**config.mk**
```make
export PLATFORM = sky130hd
export DESIGN_NAME = common_bus_arb_flat
export DESIGN_NICKNAME = d
export VERILOG_FILES = /design/src/rtl/common_bus_arb_if.sv /design/src/rtl/common_bus_arb.sv /design/src/flat_wrapper.sv
export SDC_FILE = /design/constraint.sdc
export NUM_CORES = 1
export LEC_CHECK = 0
export BUFFER_PORTS_ARGS = -buffer_cell sky130_fd_sc_hd__buf_2
export CAP_MARGIN = 20
export CORE_ASPECT_RATIO = 1.5
export CORE_MARGIN = 2
export CORE_UTILIZATION = 58
export CTS_CLUSTER_SIZE = 28
export DETAILED_ROUTE_END_ITERATION = 16
export PLACE_DENSITY = 0.87
export SLEW_MARGIN = 0
export SYNTH_ARGS = -nofsm -noshare
export SYNTH_HDL_FRONTEND = slang
export SYNTH_SLANG_ARGS = --single-unit
```
**constraint.sdc**
```tcl
create_clock -name clk -period 5.13 [get_ports clk]
set_input_delay 0.7695 -clock clk [delete_from_list [all_inputs] [get_ports clk]]
set_output_delay 0.7695 -clock clk [all_outputs]
set_load 0.03 [all_outputs]
```
**src/rtl/common_bus_arb_if.sv**
```systemverilog
// common_bus_arb_if: source/select/request inputs and registered bus outputs of the arbiter
interface common_bus_arb_if #(
  parameter int WIDTH = 8,
  parameter int NSRC  = 8
);
  localparam int SELW = $clog2(NSRC);
  logic [NSRC*WIDTH-1:0] src_data;
  logic                  mode;
  logic [SELW-1:0]       sel;
  logic [NSRC-1:0]       req;
  logic [NSRC-1:0]       grant;
  logic [WIDTH-1:0]      bus_out;
  logic                  bus_valid;
  logic [SELW-1:0]       bus_src;
  modport slave (input src_data, mode, sel, req, output grant, bus_out, bus_valid, bus_src);
  modport master (output src_data, mode, sel, req, input grant, bus_out, bus_valid, bus_src);
endinterface

```
**src/rtl/common_bus_arb.sv**
```systemverilog
// common_bus_arb: registered bus mux with direct-select and round-robin arbitrated modes
module common_bus_arb #(
  parameter int WIDTH    = 8,
  parameter int NSRC     = 8,
  parameter int MAX_HOLD = 4
) (
  input logic             clk,
  input logic             rst_n,
  common_bus_arb_if.slave bus
);
  localparam int SELW = $clog2(NSRC);
  localparam int HW   = $clog2(MAX_HOLD + 1);
  typedef enum logic {IDLE, GRANT} state_t;
  state_t           state, state_n;
  logic [SELW-1:0]  ptr, ptr_n, src_n, win;
  logic [HW-1:0]    hold, hold_n;
  logic [NSRC-1:0]  grant_n;
  logic [WIDTH-1:0] out_n;
  logic             valid_n, mode_q;
  logic [WIDTH-1:0] src [NSRC];
  always_comb begin
    for (int i = 0; i < NSRC; i++) src[i] = bus.src_data[i*WIDTH +: WIDTH];
    win = '0;
    // scan downward so the nearest set bit after ptr is the last one written
    for (int k = NSRC; k >= 1; k--)
      if (bus.req[(int'(ptr) + k) % NSRC]) win = SELW'((int'(ptr) + k) % NSRC);
  end
  always_comb begin
    state_n = IDLE;
    ptr_n   = ptr;
    hold_n  = '0;
    grant_n = '0;
    out_n   = '0;
    valid_n = 1'b0;
    src_n   = '0;
    if (!bus.mode) begin
      if (state == GRANT) ptr_n = bus.bus_src;
      if (int'(bus.sel) < NSRC) begin
        out_n   = src[bus.sel];
        valid_n = 1'b1;
        src_n   = bus.sel;
      end
    end else if (state == GRANT) begin
      if (bus.req[bus.bus_src] && hold < HW'(MAX_HOLD)) begin
        state_n = GRANT;
        hold_n  = hold + 1'b1;
        grant_n = bus.grant;
        out_n   = src[bus.bus_src];
        valid_n = 1'b1;
        src_n   = bus.bus_src;
      end else begin
        ptr_n = bus.bus_src;
      end
    end else if (mode_q && |bus.req) begin
      // mode_q low means arbitration was just enabled: spend one edge idle first
      state_n      = GRANT;
      hold_n       = HW'(1);
      grant_n[win] = 1'b1;
      out_n        = src[win];
      valid_n      = 1'b1;
      src_n        = win;
    end
  end
  always_ff @(posedge clk) begin
    if (!rst_n) begin
      state         <= IDLE;
      ptr           <= SELW'(NSRC - 1);
      hold          <= '0;
      mode_q        <= 1'b1;
      bus.grant     <= '0;
      bus.bus_out   <= '0;
      bus.bus_valid <= 1'b0;
      bus.bus_src   <= '0;
    end else begin
      state         <= state_n;
      ptr           <= ptr_n;
      hold          <= hold_n;
      mode_q        <= bus.mode;
      bus.grant     <= grant_n;
      bus.bus_out   <= out_n;
      bus.bus_valid <= valid_n;
      bus.bus_src   <= src_n;
    end
  end
endmodule

```
**src/flat_wrapper.sv**
```systemverilog
// flat-port wrapper written by rule: the top's interface ports become plain ports
module common_bus_arb_flat 
#(
  parameter int WIDTH    = 8,
  parameter int NSRC     = 8,
  parameter int MAX_HOLD = 4
)
  (clk, rst_n, bus_src_data, bus_mode, bus_sel, bus_req, bus_grant, bus_bus_out, bus_bus_valid, bus_bus_src);
  common_bus_arb_if #(.WIDTH(WIDTH), .NSRC(NSRC)) bus_i ();
  input logic clk;
  input logic rst_n;
  input wire logic [$bits(bus_i.src_data)-1:0] bus_src_data;
  input wire logic [$bits(bus_i.mode)-1:0] bus_mode;
  input wire logic [$bits(bus_i.sel)-1:0] bus_sel;
  input wire logic [$bits(bus_i.req)-1:0] bus_req;
  output wire logic [$bits(bus_i.grant)-1:0] bus_grant;
  output wire logic [$bits(bus_i.bus_out)-1:0] bus_bus_out;
  output wire logic [$bits(bus_i.bus_valid)-1:0] bus_bus_valid;
  output wire logic [$bits(bus_i.bus_src)-1:0] bus_bus_src;
  assign bus_i.src_data = bus_src_data;
  assign bus_i.mode = bus_mode;
  assign bus_i.sel = bus_sel;
  assign bus_i.req = bus_req;
  assign bus_grant = bus_i.grant;
  assign bus_bus_out = bus_i.bus_out;
  assign bus_bus_valid = bus_i.bus_valid;
  assign bus_bus_src = bus_i.bus_src;
  common_bus_arb #(.WIDTH(WIDTH), .NSRC(NSRC), .MAX_HOLD(MAX_HOLD)) u_core (.clk(clk), .rst_n(rst_n), .bus(bus_i));
endmodule
```
==> out/results.txt <==
Clock skew = 0.0106 ns
Routed Antenna Nets = 0
Minimum clock period = 4.66 ns
Antenna violations before repair = 0
Status = completed
Syn_area_per_cell = 10.9 sq um
H-tree depth = 1
R2R depth = 12
CP max stage cell = dfxtp_1
Actual slew at the worst max-slew pin = 1.09 ns
Final wirelength = 9900 microns
Ratio of final minimum period to clock period = 0.909
Top delay family on crit path = multiplexers
Synth warnings = 0
GR Overflow Total = 0
CTS tree = built
Final hold vios = 0
Worst R2R End = u_core.bus.bus_out[4]$_SDFF_PN0_
Critical Path Source Type = flip-flop
Mapped Nets = 410
WP data arrival = 4.83 ns
MaxCap Viol Count = 0
IO Port Bufs = 97
Drt via density = 7.05
WP depth = 12
Core Rows = 35
Worst Setup End Kind = flip-flop
Final setup fails = 0
CTS Buf Count = 3
Initial DRC count = 334
Clk_lat worst skew = 0.28 ns
CTS Buffer Depth = 2
Post-synth top area cell = mux4_2
Top FF cell, synth = dfxtp_1
Seq/Total Area, Yosys = 0.157
Post-synth cell types = 54
Worst slack, placed = 0.546 ns
Reg-to-reg startpoint = u_core.ptr[1]$_SDFFE_PN1P_
Detailed-route via count = 3365
Clock tree sinks = 28
EDFF count, synth = 0
Cell Chain, Critical Path = inv_1, ha_1, mux2_1, mux4_2, o22ai_2, a32oi_1, and3_1, nand4b_4, buf_4, mux2_1, a21oi_1, o211ai_1
Slowest cell delay on critical path = 0.73 ns
Area after DPL = 4010 sq um
Max IR drop VDD = 0.197 mV
FMAX = 214 MHz
CP startpoint = u_core.ptr[1]$_SDFFE_PN1P_
Worst setup path category = flip-flop to flip-flop
Die Y = 100 microns
Reg area = 561 sq um
Worst setup endpoint = u_core.bus.bus_out[4]$_SDFF_PN0_
Syn Inst Count = 329
DRT Pass-1 Iters = 5
CTS Hold Bufs = 0
Max-Slew Margin vs Limit = 0.275
Share of cells above drive strength 1 = 0.447
Initial Utilization = 0.592
Vias in the first global route = 3344
Dominant cells by area after synthesis = mux4_2, dfxtp_1, mux2i_1, mux2_2, mux2_1
Final #Nets = 485
Final Max Tran Viols = 0
Core area = 6040 sq um
Clk pin slew, worst setup/hold paths = 0.11 ns
Cell Area, Synth = 3580 sq um
Post-CTS setup buffers = 0
FFs w/ async S/R, synth = 0
Boundary pin count = 98
Final Instance Area = 4080 sq um
R2r setup slk = 0.47 ns
Hpwl dp = 7310 microns
Clock root buffer = clkbuf_8
Post-cts gate resize count = 0
Most frequent cells in the layout = buf_2, mux4_2, mux2i_1
Largest net degree at the start of global routing = 22
Area share of the largest cell type after synthesis = 0.302
GPL Wtd Cong = 0.943
LEAKAGE = 1.78 nW
Unrepaired setup endpoints after global routing = no
Synth Register Bits = 28
Total die area = 6820 sq um
Final std cells w/o fill = 477
Crit path buffers/inverters = 2
Worst Slack Setup Final = 0.466 ns
Area Growth Syn to Fin = 14.0%
Hold WC Path Type = flip-flop to flip-flop
Power per cell area = 270 nW/um^2
Worst hold slack = 0.483 ns
Commonest non-fill, non-tap cell in the layout = buf_2
Most frequent CP cell = mux2_1
Cell Count Post-Placement = 473
Antenna diode count = 0
Drc violations = 0
Total global-route track usage = 0.304
Drt wl/cell = 20.8 microns
Area occupied by multi-input gates = 2800 sq um
CP required = 5.30 ns
Setup_tns = 0 ns
Chip width = 68.1 microns
Top fanout value on the critical path = 20
Global-route wire length before repair = 15800 microns
Fillers = 449
-- synthesized netlist by cell type (3+ instances only) --
master / n
mux4_2: 48
mux2i_1: 41
dfxtp_1: 28
mux2_2: 17
nand2_1: 15
a21oi_1: 13
clkbuf_1: 13
mux2_1: 12
nor2_1: 12
nand3_1: 10
o211ai_1: 9
a22o_1: 8
buf_2: 8
nand2b_1: 8
o22ai_1: 8
a22oi_1: 6
buf_6: 5
inv_1: 5
and2_1: 4
buf_1: 4
nor2b_1: 4
o211a_1: 4
ha_1: 3
inv_2: 3
o21ai_1: 3
-- through the flow --
stage / utilization / total power, W
floorplan: - / 0.000793
finish: 0.675 / 0.00110
CTS: 0.675 / 0.00109
global route: 0.675 / 0.00115
detailed placement: 0.663 / 0.000916
global placement: 0.663 / 0.000896
-- flip-flops by register name (all words and copies together), names as in the netlist --
name                  cells
u_core.bus.bus_out        8
u_core.bus.bus_src        3
u_core.bus.bus_valid      1
u_core.bus.grant          8
u_core.hold               3
u_core.mode_q             1
u_core.ptr                3
u_core.state              1
-- layer usage --
layer | vias up | share of wire | global-route usage
met5 | - | 0 | 0
met4 | 0 | 0.039 | 0.177
met3 | 41 | 0.081 | 0.0370
met2 | 215 | 0.54 | 0.524
met1 | 1629 | 0.34 | 0.351
li1 | 1480 | - | -
-- final cells by class --
class,instances,area share
clock buffers,3,0.0101
clock inverters,1,0.00736
inverters,8,0.00736
multi-input cells,261,0.687
flip-flops and latches,28,0.137
well taps,74,0.0227
repair buffers,102,0.128
-- worst reg2reg max path: stages (launching register included) --
cell,delay [ns]
dfxtp_1,0.73
inv_1,0.24
ha_1,0.72
mux2_1,0.43
mux4_2,0.48
o22ai_2,0.21
a32oi_1,0.08
and3_1,0.20
nand4b_4,0.45
buf_4,0.39
mux2_1,0.35
a21oi_1,0.17
o211ai_1,0.11
-- logic make-up (layout without fill, tap and decap cells) --
group | count (synthesis) | after routing | synth area share
compound gates | 70 | 70 | 0.142
xor+xnor | 4 | 4 | 0.00980
fa+ha+maj | 3 | 3 | 0.0105
flops | 28 | 28 | 0.157
buf+inv | 40 | 114 | 0.0602
mux | 122 | 122 | 0.529
simple gates | 62 | 62 | 0.0916
-- report_power, final --
| part | switching (W) | leakage [nW] | internal (W) |
|---|---|---|---|
| Clock | 0.0000748 | 0.0357 | 0.000105 |
| Combinational | 0.000340 | 1.51 | 0.000314 |
| Sequential | 0.0000291 | 0.230 | 0.000240 |
-- worst min-delay path by stage --
stage | start | end | slack [ns] | cells past startpoint
CTS | u_core.bus.grant[5]$_SDFFE_PN0P_ | u_core.bus.grant[5]$_SDFFE_PN0P_ | 0.49 | 1
detailed placement | u_core.bus.grant[5]$_SDFFE_PN0P_ | u_core.bus.grant[5]$_SDFFE_PN0P_ | 0.46 | 1
finish | u_core.bus.grant[5]$_SDFFE_PN0P_ | u_core.bus.grant[5]$_SDFFE_PN0P_ | 0.48 | 1
global route | u_core.bus.grant[5]$_SDFFE_PN0P_ | u_core.bus.grant[5]$_SDFFE_PN0P_ | 0.51 | 1
global placement | u_core.bus.grant[5]$_SDFFE_PN0P_ | u_core.bus.grant[5]$_SDFFE_PN0P_ | 0.46 | 1
floorplan | u_core.hold[2]$_SDFF_PN0_ | u_core.hold[2]$_SDFF_PN0_ | 0.48 | 2
(Power assumes the default switching activity.)
